`src/rtl/spi_sample_scheduler.sv`:
```
// Periodic sample scheduler for an SPI master: issues conversion requests at a fixed rate,
// captures returned words into a small FIFO and reports missed ticks, overruns and timeouts.
module spi_sample_scheduler #(
  parameter int unsigned MAX_DATA_LENGTH = 16,
  parameter int unsigned NUM_DEVICES     = 1,
  parameter int unsigned SAMPLE_PERIOD   = 1000,
  parameter int unsigned NUM_DATA        = 16,
  parameter int unsigned STARTUP_CLOCKS  = 8,
  parameter int unsigned TIMEOUT_CLOCKS  = 4096,
  parameter int unsigned FIFO_DEPTH      = 8,
  localparam int unsigned W  = MAX_DATA_LENGTH * NUM_DEVICES,
  localparam int unsigned NL = $clog2(MAX_DATA_LENGTH)
) (
  input  logic          clk_i,
  input  logic          rst_i,
  input  logic          enable_i,
  input  logic          clear_i,
  input  logic [W-1:0]  tx_word_i,
  output logic          spi_request_o,
  output logic [NL-1:0] spi_num_data_o,
  output logic [W-1:0]  spi_data_o,
  input  logic [W-1:0]  spi_data_i,
  input  logic          spi_data_valid_i,
  output logic [W-1:0]  sample_data_o,
  output logic          sample_valid_o,
  input  logic          sample_ready_i,
  output logic          missed_tick_o,
  output logic          overrun_o,
  output logic          timeout_o,
  output logic [7:0]    drop_count_o
);

  localparam int unsigned PW   = (SAMPLE_PERIOD > 1) ? $clog2(SAMPLE_PERIOD) : 1;
  localparam int unsigned SW   = $clog2(STARTUP_CLOCKS + 1);
  localparam int unsigned TW   = (TIMEOUT_CLOCKS > 1) ? $clog2(TIMEOUT_CLOCKS) : 1;
  localparam int unsigned AW   = $clog2(FIFO_DEPTH);
  localparam int unsigned PTRW = AW + 1;

  typedef enum logic [1:0] {
    ST_STARTUP,
    ST_IDLE,
    ST_REQUEST,
    ST_BUSY
  } state_t;

  state_t          state_q, state_d;
  logic [PW-1:0]   tick_cnt;
  logic [SW-1:0]   su_cnt;
  logic [TW-1:0]   tmo_cnt;
  logic            tick;
  logic            push, tmo_event, missed_event, load_tx;

  logic [W-1:0]    mem [FIFO_DEPTH];
  logic [PTRW-1:0] wptr, rptr, wptr_d, rptr_d;
  logic            full, empty, pop, wr, drop;

  assign spi_num_data_o = NL'(NUM_DATA);

  // Sample-rate tick: free-running while enabled, held at zero otherwise
  assign tick = enable_i && (tick_cnt == PW'(SAMPLE_PERIOD - 1));

  always_ff @(posedge clk_i) begin
    if (rst_i || !enable_i || tick) tick_cnt <= '0;
    else                            tick_cnt <= tick_cnt + 1'b1;
  end

  always_ff @(posedge clk_i) begin
    if (rst_i) state_q <= ST_STARTUP;
    else       state_q <= state_d;
  end

  always_comb begin
    state_d      = state_q;
    push         = 1'b0;
    tmo_event    = 1'b0;
    missed_event = 1'b0;
    load_tx      = 1'b0;
    case (state_q)
      ST_STARTUP: begin
        if (su_cnt == SW'(STARTUP_CLOCKS - 1)) state_d = ST_IDLE;
      end
      ST_IDLE: begin
        if (tick) begin
          load_tx = 1'b1;
          state_d = ST_REQUEST;
        end
      end
      ST_REQUEST: begin
        missed_event = tick;
        state_d      = ST_BUSY;
      end
      ST_BUSY: begin
        missed_event = tick;
        if (spi_data_valid_i) begin
          push    = 1'b1;
          state_d = ST_IDLE;
        end else if (tmo_cnt == TW'(TIMEOUT_CLOCKS - 1)) begin
          tmo_event = 1'b1;
          state_d   = ST_IDLE;
        end
      end
      default: state_d = ST_STARTUP;
    endcase
  end

  // Startup/timeout counters, request strobe and transmit word register
  always_ff @(posedge clk_i) begin
    if (rst_i) begin
      su_cnt        <= '0;
      tmo_cnt       <= '0;
      spi_request_o <= 1'b0;
      spi_data_o    <= '0;
    end else begin
      if (state_q == ST_STARTUP) su_cnt <= su_cnt + 1'b1;
      if (state_q == ST_REQUEST)   tmo_cnt <= '0;
      else if (state_q == ST_BUSY) tmo_cnt <= tmo_cnt + 1'b1;
      spi_request_o <= (state_d == ST_REQUEST);
      if (load_tx) spi_data_o <= tx_word_i;
    end
  end

  // FIFO: a pop frees the slot for a same-cycle push even when full
  assign empty  = (wptr == rptr);
  assign full   = (wptr[AW] != rptr[AW]) && (wptr[AW-1:0] == rptr[AW-1:0]);
  assign pop    = !empty && sample_ready_i;
  assign wr     = push && (!full || pop);
  assign drop   = push && full && !pop;
  assign wptr_d = wptr + PTRW'(wr);
  assign rptr_d = rptr + PTRW'(pop);

  always_ff @(posedge clk_i) begin
    if (rst_i) begin
      wptr           <= '0;
      rptr           <= '0;
      sample_valid_o <= 1'b0;
      for (int i = 0; i < FIFO_DEPTH; i++) mem[i] <= '0;
    end else begin
      wptr           <= wptr_d;
      rptr           <= rptr_d;
      sample_valid_o <= (wptr_d != rptr_d);
      if (wr) mem[wptr[AW-1:0]] <= spi_data_i;
    end
  end

  assign sample_data_o = mem[rptr[AW-1:0]];

  // Sticky status: a same-cycle event takes precedence over clear
  always_ff @(posedge clk_i) begin
    if (rst_i) begin
      missed_tick_o <= 1'b0;
      overrun_o     <= 1'b0;
      timeout_o     <= 1'b0;
      drop_count_o  <= '0;
    end else begin
      missed_tick_o <= (missed_tick_o && !clear_i) || missed_event;
      overrun_o     <= (overrun_o && !clear_i) || drop;
      timeout_o     <= (timeout_o && !clear_i) || tmo_event;
      if (drop) begin
        if (clear_i)                    drop_count_o <= 8'd1;
        else if (drop_count_o != 8'hFF) drop_count_o <= drop_count_o + 8'd1;
      end else if (clear_i) begin
        drop_count_o <= '0;
      end
    end
  end

endmodule

```
`config.mk`:
```
export PLATFORM = sky130hd
export DESIGN_NAME = spi_sample_scheduler
export DESIGN_NICKNAME = d
export VERILOG_FILES = /design/src/rtl/spi_sample_scheduler.sv
export SDC_FILE = /design/constraint.sdc
export NUM_CORES = 1
export LEC_CHECK = 0
export CAP_MARGIN = 20
export CELL_PAD_IN_SITES_DETAIL_PLACEMENT = 1
export CELL_PAD_IN_SITES_GLOBAL_PLACEMENT = 1
export CORE_MARGIN = 2
export CORE_UTILIZATION = 47
export DETAILED_ROUTE_END_ITERATION = 16
export PLACE_DENSITY = 0.81
export SYNTH_ARGS = -nofsm -noshare
export SYNTH_HDL_FRONTEND = slang
export SYNTH_SLANG_ARGS = --single-unit
```
`constraint.sdc`:
```
create_clock -name clk_i -period 2.6 [get_ports clk_i]
set_clock_uncertainty 0.05 [all_clocks]
set_input_delay 0.39 -clock clk_i [delete_from_list [all_inputs] [get_ports clk_i]]
set_output_delay 0.39 -clock clk_i [all_outputs]
set_load 0.05 [all_outputs]
```
# Word-level counts from Yosys, hierarchy flattened
# Memories as Yosys holds them, arrays and structs flattened. A register that Yosys moved wholly into a read port is not among the register bits.
# Index checks and enable logic that the tools add are counted.
[totals] register_bits=65 latch_bits=0 mem_bits_rw=128 romBits=0 inputBits=38 output_inout_bits=49 wordCells=85 memories=1
[memory_table] name="mem" words=8 width=16 rd=1 rd_clocked_by_memory_dff=1 wr=8 line_no="53" text="logic [W-1:0] mem [FIFO_DEPTH];"
[classes] add_sub_neg=6 multipliers=0 n_div=0 order_cmp=0 n_eq_ne=12 shifts=0 mux=26 n_bitwise=0 n_reduce_logical=27
[ops] operator="two-way mux 8 bit" n=4
[ops] operator="two-way mux 16 bit" n=1
[ops] operator="OR reduction 16 bit" n=1
[ops] operator="two-way mux 1 bit" n=14
[ops] operator="adder 12 x 1 -> 12 bit (second input constant)" n=1
[ops] operator="== test 12 bit (second input constant)" n=1
[ops] operator="adder 10 x 1 -> 10 bit (second input constant)" n=1
[ops] operator="== test 10 bit (second input constant)" n=1
[ops] operator="logical AND 1 bit" n=9
[ops] operator="adder 4 x 1 -> 4 bit" n=2
[ops] operator="adder 8 x 1 -> 8 bit (second input constant)" n=1
[ops] operator="two-way mux 2 bit" n=4
[ops] operator="inequality test 8 bit (second input constant)" n=1
[ops] operator="case mux 2 bit (4 select lines)" n=1
[ops] operator="== test 2 bit (second input constant)" n=3
[ops] operator="logical OR 1 bit" n=6
[ops] operator="two-way mux 3 bit" n=2
[ops] operator="zero test 1 bit" n=5
[ops] operator="adder 4 x 1 -> 4 bit (second input constant)" n=1
[ops] operator="== test 4 x 3 -> 1 bit (second input constant)" n=1
[ops] operator="== test 4 bit" n=1
[ops] operator="inequality test 4 bit" n=1
[ops] operator="nonzero test 2 bit" n=2
[ops] operator="OR reduction 2 bit" n=2
[ops] operator="5 further kinds" n=5

# Depth between registers and ports, before layout
# Gate-level depths: netlist (run 1).
[depth] depth_word=10 depth_mapped=11

# Worst setup path after synthesis (run 1)
# No wires, ideal clock.
[synth_path] path_type="reg2reg" startpoint="reg wptr[2]" endpoint="reg sample_valid_o" t_arrival_ns=2.169 path_slack_ns=0.247 stages_incl_launch_ff=12 path_buffers=2 path_cell_list="dfxtp_1 > clkbuf_1 > xor2_1 > nor3_2 > a21o_1 > buf_6 > inv_1 > ha_1 > ha_1 > xnor2_1 > xnor2_1 > a41oi_1"
[synth_between] elab_chain_len=7 elab_cells_between_ends=11 cone_classes="2 x add/sub; 3 x eq/ne; 6 x reduce/logical"
[synth_rtl] item="start, declared" line_no="54" text="logic [PTRW-1:0] wptr, rptr, wptr_d, rptr_d;"
[synth_rtl] item="start signal, assigned" line_no="138" text="wptr <= wptr_d;"
[synth_rtl] item="== test 4 bit / == test 3 bit (equally long branches)" line_no="123, 124"
[synth_rtl] item="zero test 1 bit / logical AND 1 bit (equally long branches)" line_no="125, 124"
[synth_rtl] item="logical AND 1 bit / zero test 1 bit (equally long branches)" line_no="125, 126"
[synth_rtl] item="logical OR 1 bit" line_no="126" text="assign wr = push && (!full || pop);"
[synth_rtl] item="logical AND 1 bit" line_no="126"
[synth_rtl] item="adder 4 x 1 -> 4 bit" line_no="128" text="assign wptr_d = wptr + PTRW'(wr);"
[synth_rtl] item="inequality test 4 bit (*)" line_no="140" text="sample_valid_o <= (wptr_d != rptr_d);"
[synth_rtl] item="end signal, assigned" line_no="140"
[synth_rtl] item="end, declared" line_no="25" text="output logic sample_valid_o,"
# Mark *: on every way between the ends. The rest lies on a longest branch, timed or not.
# A chain may end at the register's enable or synchronous reset.

==> flow_metrics.py, run 1 <==
metrics = {
    "run_status": {
        "status": "finished clean",
    },
    "global_routing": {
        "grt.total_usage_pct": 22.10,
        "antenna_found_initial": 0,
        "grt_pass1_vias": 5945,
        "grt_max_degree": 42,
        "grt-ovfl-total": 0,
        "grt_pass1_wl_mm": 33.22,
    },
    "clock_network": {
        "cts_sinks": 193,
        "cts_tree": "yes",
        "h-tree-depth": 4,
        "cts.path.max_buffers": 2,
        "clkSlewWorstSetupHoldPaths_ns": 0.08,
        "clock_latency_ns": 0.44,
        "cts_root_buf": "clkbuf_16",
        "holdBufCountCts": 0,
        "post_cts_buffers": 0,
        "cts_made_buffers": 17,
    },
    "detailed_routing": {
        "vias_per_cell": 5.463,
        "first_pass_iters": 5,
        "wl_per_cell_um": 21.04,
        "drtIter0Drc": 328,
        "num_vias": 5430,
        "wirelength_mm": 20.91,
        "drc": 0,
        "antenna_left": 0,
    },
    "job": {
        "maxCapViolations": 0,
    },
    "synthesis": {
        "yosysWarnings": 0,
        "syn_avg_cell_area_um2": 13.05,
        "synth_top_area_share_pct": 44.64,
        "synthTopCellsByArea": "edfxtp_1, dfxtp_1, and2_1, mux4_2, mux2_2",
        "async_reset_ff_share_pct": 0,
        "yosys-top-cells-count": "and2_1, edfxtp_1, dfxtp_1, nand2_1, nor2_1",
        "yosys.area.top_type": "edfxtp_1",
        "synth_cell_types": 47,
        "synth_edf_count": 128,
        "synthFlopType": "edfxtp_1",
        "seq_area_frac_synth_pct": 59.75,
        "synth.most_common_cell": "and2_1",
        "synth-seq-cells": 193,
        "syn_area_mm2": 0.008611,
        "netlist_instances": 660,
    },
    "timing": {
        "final_max_slew_viol_count": 0,
        "finalCriticalPeriod_ns": 2.565,
        "setup_viol": 0,
        "tightestPinTransition_ns": 0.6079,
        "setup_tns_ns": 0,
        "period_share_pct": 98.66,
        "fmax_mhz": 389.8,
        "rsz0062_at_grt": "true",
        "hold_viol_final": 0,
        "max_slew_margin_pct": 59.10,
    },
    "floorplan": {
        "core_mm2": 0.01796,
        "initial_utilization_pct": 47.93,
        "die_area_mm2": 0.01942,
        "ios": 87,
        "die_width_um": 139.4,
        "core.rowCount": 49,
        "die_height_um": 139.4,
    },
    "worst_setup_path": {
        "crit_fanout": 8,
        "worstPathArrival_ns": 2.13,
        "critPathRequiredTime_ns": 2.16,
        "path_cells": "buf_12 > mux4_2 > mux2_2 > buf_6",
        "critPathLaunchType": "flip-flop",
        "crit_path_end_kind": "output port",
        "path_class": "flip-flop to output port",
        "slowest_stage": "mux4_2",
        "cpPeakStageDelay_ns": 0.56,
    },
    "final_layout": {
        "nFillCells": 1784,
        "seqCellArea_mm2": 0.005149,
        "finalInstanceArea_mm2": 0.01039,
        "final_util_pct": 57.85,
        "antennaDiodeCount": 0,
        "multi_input_area_mm2": 0.003261,
        "areaGrowthSynthToFinish_pct": 20.69,
        "final_nets": 798,
        "layout-drive-gt1-share_pct": 18.69,
    },
    "min_path": {
        "min_path_type": "flip-flop to flip-flop",
    },
    "power": {
        "p_leak_nw": 3.688,
        "powerDensity_mw_per_mm2": 598.5,
        "peakVddDrop_mv": 0.5675,
    },
    "placed_design": {
        "dp_hpwl_mm": 14.24,
        "placed_area_mm2": 0.009687,
        "place_congestion": 0.7799,
        "portBuffers": 82,
    },
}
## power by group
part | internal [mW] | total, mW | switching (mW)
registers | 3.36 | 3.40 | 0.0390
clock network | 1.28 | 2.53 | 1.25
logic | 0.120 | 0.295 | 0.176
total | 4.76 | 6.22 | 1.46
## repair_timing
action,in CTS,in global routing
resized for setup,4,16
cloned,2,1
endpoints found under the setup margin,16,13
## critical path, delay by kind of cell, from the launching register on
kind,cells,cell delay [ns]
multiplexers,2,0.86
buffers and inverters,2,0.34
flip-flops,1,0.48
## cells by family (layout without fill, tap and decap cells)
kind of cell | Yosys count | in the layout | synth area share, %
AO/OA/AOI/OAI | 45 | 45 | 2.906
XOR/XNOR | 32 | 32 | 3.255
adder cells (fa/ha/maj) | 8 | 8 | 1.162
buffers and inverters | 44 | 146 | 2.644
flip-flops | 193 | 193 | 59.75
multiplexers | 50 | 50 | 10.69
other | 1 | 4 | 0.04355
AND/OR/NAND/NOR | 287 | 287 | 19.54
## layout by cell type, fill, tap and decap left out, types with 5 or more instances in the layout
cell type        Yosys  routed
ha_1                 8       8
nand3_1             12      12
edfxtp_1           128     128
or2_2                9       9
or3_1                7       7
inv_1                7       7
nand2_1             48      48
clkbuf_16            0      18
mux2_2              16      13
xnor2_1             15      15
buf_4                4      21
mux4_2              32      32
o21ai_0              8       8
nor2_1              35      35
and2_1             130     130
xor2_1              17      17
clkdlybuf4s50_1      0      65
nand2b_1             5       5
a21oi_1             28      28
nand4_1             11      11
dfxtp_1             65      64
buf_6                5      14
## flip-flops by register name (all words and copies together), names as in the netlist
name            cells
rptr                4
missed_tick_o       1
spi_data_o         16
wptr                4
timeout_o           1
tick_cnt           10
sample_valid_o      1
spi_request_o       1
su_cnt              4
mem               128
tmo_cnt            12
drop_count_o        8
overrun_o           1
state_q             2
## layout make-up
| type | instances | area share, % |
|---|---|---|
| Inverter | 7 | 0.2528 |
| Clock inverter | 14 | 1.156 |
| Timing Repair Buffer | 107 | 10.69 |
| Multi-Input combinational cell | 426 | 31.37 |
| Tap cell | 229 | 2.757 |
| Clock buffer | 18 | 4.226 |
| Sequential cell | 193 | 49.54 |
## per-layer routing
| layer | routed length (um) | GRT usage (%) | vias up |
|---|---|---|---|
| li1 | - | - | 2533 |
| met1 | 8720 | 27.67 | 2773 |
| met2 | 11160 | 38.83 | 110 |
| met4 | 231 | 5.688 | 0 |
| met5 | 0 | 0 | - |
| met3 | 795 | 5.093 | 14 |
## per-stage QoR
| stage | setup slack [ns] | total power, mW | hold WS, ns | instances |
|---|---|---|---|---|
| after floorplan | 0.2469 | 3.598 | 0.3632 | 663 |
| after global placement | 0.1789 | 3.733 | 0.3771 | 959 |
| after detailed placement | 0.08347 | 3.755 | 0.4007 | 959 |
| after CTS | 0.007878 | 6.252 | 0.4146 | 993 |
| after global routing | -0.003450 | 6.413 | 0.4277 | 994 |
| final | 0.03485 | 6.220 | 0.4086 | 994 |
## worst paths after layout
kind | from | endpoint | slack (ns) | depth (start not counted)
worst min-delay path | spi_data_o[9] | spi_data_o[9] | 0.41 | 2
worst min register to register | spi_data_o[9] | spi_data_o[9] | 0.41 | 2
worst max register to register | rptr[0] | sample_valid_o | 0.28 | 10
worst max-delay path | rptr[0] | sample_data_o[1] | 0.03 | 4
No activity file was read; power rests on OpenSTA's default activity.
==> inputs of run 2 (changes only) <==
--- a/config.mk
+++ b/config.mk
@@ -10,6 +10,7 @@
 export CELL_PAD_IN_SITES_GLOBAL_PLACEMENT = 1
 export CORE_MARGIN = 2
 export CORE_UTILIZATION = 47
+export CTS_CLUSTER_DIAMETER = 200
 export DETAILED_ROUTE_END_ITERATION = 16
 export PLACE_DENSITY = 0.81
 export SYNTH_ARGS = -nofsm -noshare
==> results of run 2 <==
Same layout as run 1: the final DEF is identical, and so are final timing and power.
==> variant (settings of run 2) <==
Change the parameter `STARTUP_CLOCKS` from 8 to 4.
--- a/src/rtl/spi_sample_scheduler.sv
+++ b/src/rtl/spi_sample_scheduler.sv
@@ -5,7 +5,7 @@
   parameter int unsigned NUM_DEVICES     = 1,
   parameter int unsigned SAMPLE_PERIOD   = 1000,
   parameter int unsigned NUM_DATA        = 16,
-  parameter int unsigned STARTUP_CLOCKS  = 8,
+  parameter int unsigned STARTUP_CLOCKS  = 4,
   parameter int unsigned TIMEOUT_CLOCKS  = 4096,
   parameter int unsigned FIFO_DEPTH      = 8,
   localparam int unsigned W  = MAX_DATA_LENGTH * NUM_DEVICES,
Behaviour: no difference found for any inputs over 10 cycles, from zero or initial values and one cycle with rst_i high; that may be too few to reach the edited logic, so the function may still have changed.
==> variant against run 2 <==
Via count increased by 1.4%. Sequential cell count decreased by 1. Design area increased by 2.0%. Total power decreased by 0.41%. Sequential share of layout area decreased by 1.2 points. Synthesized area increased by 2.5%. Setup slack improved by 0.025 ns. Routed wire length increased by 2.8%. Register-to-register slack got worse by 0.02 ns. Largest cell class unchanged.
==> variant: results (changes against run 2) <==
Synth
  • Main flop type after synthesis: edfxtp_1
  • EDFF count, synth: 128 (unchanged)
  • Post-synthesis adder-cell area fraction: 0.0128 (+0.00114)
  • Post-Synth XOR/XNOR Area: 0.0308 (-0.00178)
  • Synth top area cells: edfxtp_1, dfxtp_1, and2_1
  • Post-synthesis mux area share: 0.127 (+0.0201)
  • Post-synth top cells: and2_1, edfxtp_1, dfxtp_1
  • Synth Area in Compound Gates: 0.0398 (+0.0108)
  • Seq/Total Area, Yosys: 0.581 (-0.0168)
  • Gate Count Post-Synth: 661 (+0.15%)

Placed design
  • Cell Area, Placed: 0.00988 mm2 (+2.0%)
  • Routability cong.: 0.809 (+3.7%)
  • Detailed placement HPWL: 13900 um (-2.4%)
  • Placed instance count: 958 (-0.10%)
  • Place WS: 0.111 ns (+0.0280 ns)

Power
  • Sequential group share of total power: 0.542 (-0.004)
  • Static Leakage: 3.69 nW (about the same)
  • P_sw: 1.48 mW (+1.4%)
  • VDD IR max: 381 uV (-33%)

GRT
  • Vias in the first global route: 6080 (+2.3%)
  • Met3 Use GR: 0.0564 (+0.00546)
  • Met1 Use GR: 0.253 (-0.0241)
  • Gr usage total: 0.227 (+0.00579)
  • Met2 global-route usage: 0.423 (+0.0343)
  • First-pass GRT wire length: 33900 um (+1.9%)

Critical path
  • Crit path DAT: 2.10 ns (-0.03 ns)
  • Reg2Reg Capture Point: mem[0][9]
  • Critical Path Max Stage Delay: 0.51 ns (-0.05 ns)
  • Slowest CP cell: mux4_2
  • Worst Setup EP: sample_data_o[9]
  • Critical path fanouts, max: 8 (unchanged)
  • R2R cell count: 6 (-4)
  • Reg2reg setup slack: 0.26 ns (-0.02 ns)

Route
  • TritonRoute pass-1 iters: 4 (-1)
  • Met3 routed WL: 999 um (+26%)
  • Wl on met1: 8320 um (-4.6%)
  • Routed via count: 5504 (+1.4%)
  • WL per Instance: 21.6 um (+2.4%)
  • Metal2 WL: 11600 um (+3.7%)
  • DR iter-0 viols: 301 (-8.2%)

Cells and area
  • Final net count: 797 (-0.13%)
  • Non-filler cells, final: 997 (+0.30%)
  • Share of layout cells above drive strength 1: 0.189 (+0.00180)
  • Syn-to-layout area delta: 20.2%
  • Fill cells: 1818 (+1.9%)

Min path
  • Hold path cells: 1 (-1)
  • WHS Endpoint: tick_cnt[0]
  • Hold path startpoint: tick_cnt[0]

STA
  • Worst-margin pin slew: 0.536 ns (-0.0721 ns)
  • Hold Slack: 0.400 ns (-0.00886 ns)

Clock tree
  • Worst-case clock buffer depth: 2 (unchanged)
  • Setup Fix Bufs, Post-CTS: 4 (+4)
  • CTS-repair resized insts: 15 (+11)

Outcome
  • Outcome: completed
[variant: changes by cell type after synthesis, moves of 6 or more]
cell | before | now
nand2_1 | 48 | 18
a21oi_1 | 28 | 6
mux2i_1 | 2 | 22
nor2_1 | 35 | 50
xor2_1 | 17 | 4
xnor2_1 | 15 | 27
nor3_1 | 3 | 12
a2111oi_4 | 0 | 8
buf_2 | 5 | 12
nand4_1 | 11 | 4
nor4_1 | 2 | 8
o21ai_0 | 8 | 2
[variant: worst reg2reg max path, delay by kind of cell, from the launching register on]
kind                      cells  cell delay (ns)
and+or+nand+nor               2             0.70
DFF                           1             0.39
buffers and inverters         2             0.36
AOI/OAI and AO/OA             1             0.33
xor gates and xnor gates      1             0.14
[variant: cell type report]
cell class	instances	share of cell area
Clock buffer	18	0.0405
Clock inverter	14	0.0120
Inverter	10	0.00354
Multi-Input combinational cell	421	0.325
Sequential cell	192	0.484
Tap cell	234	0.0276
Timing Repair Buffer	108	0.108
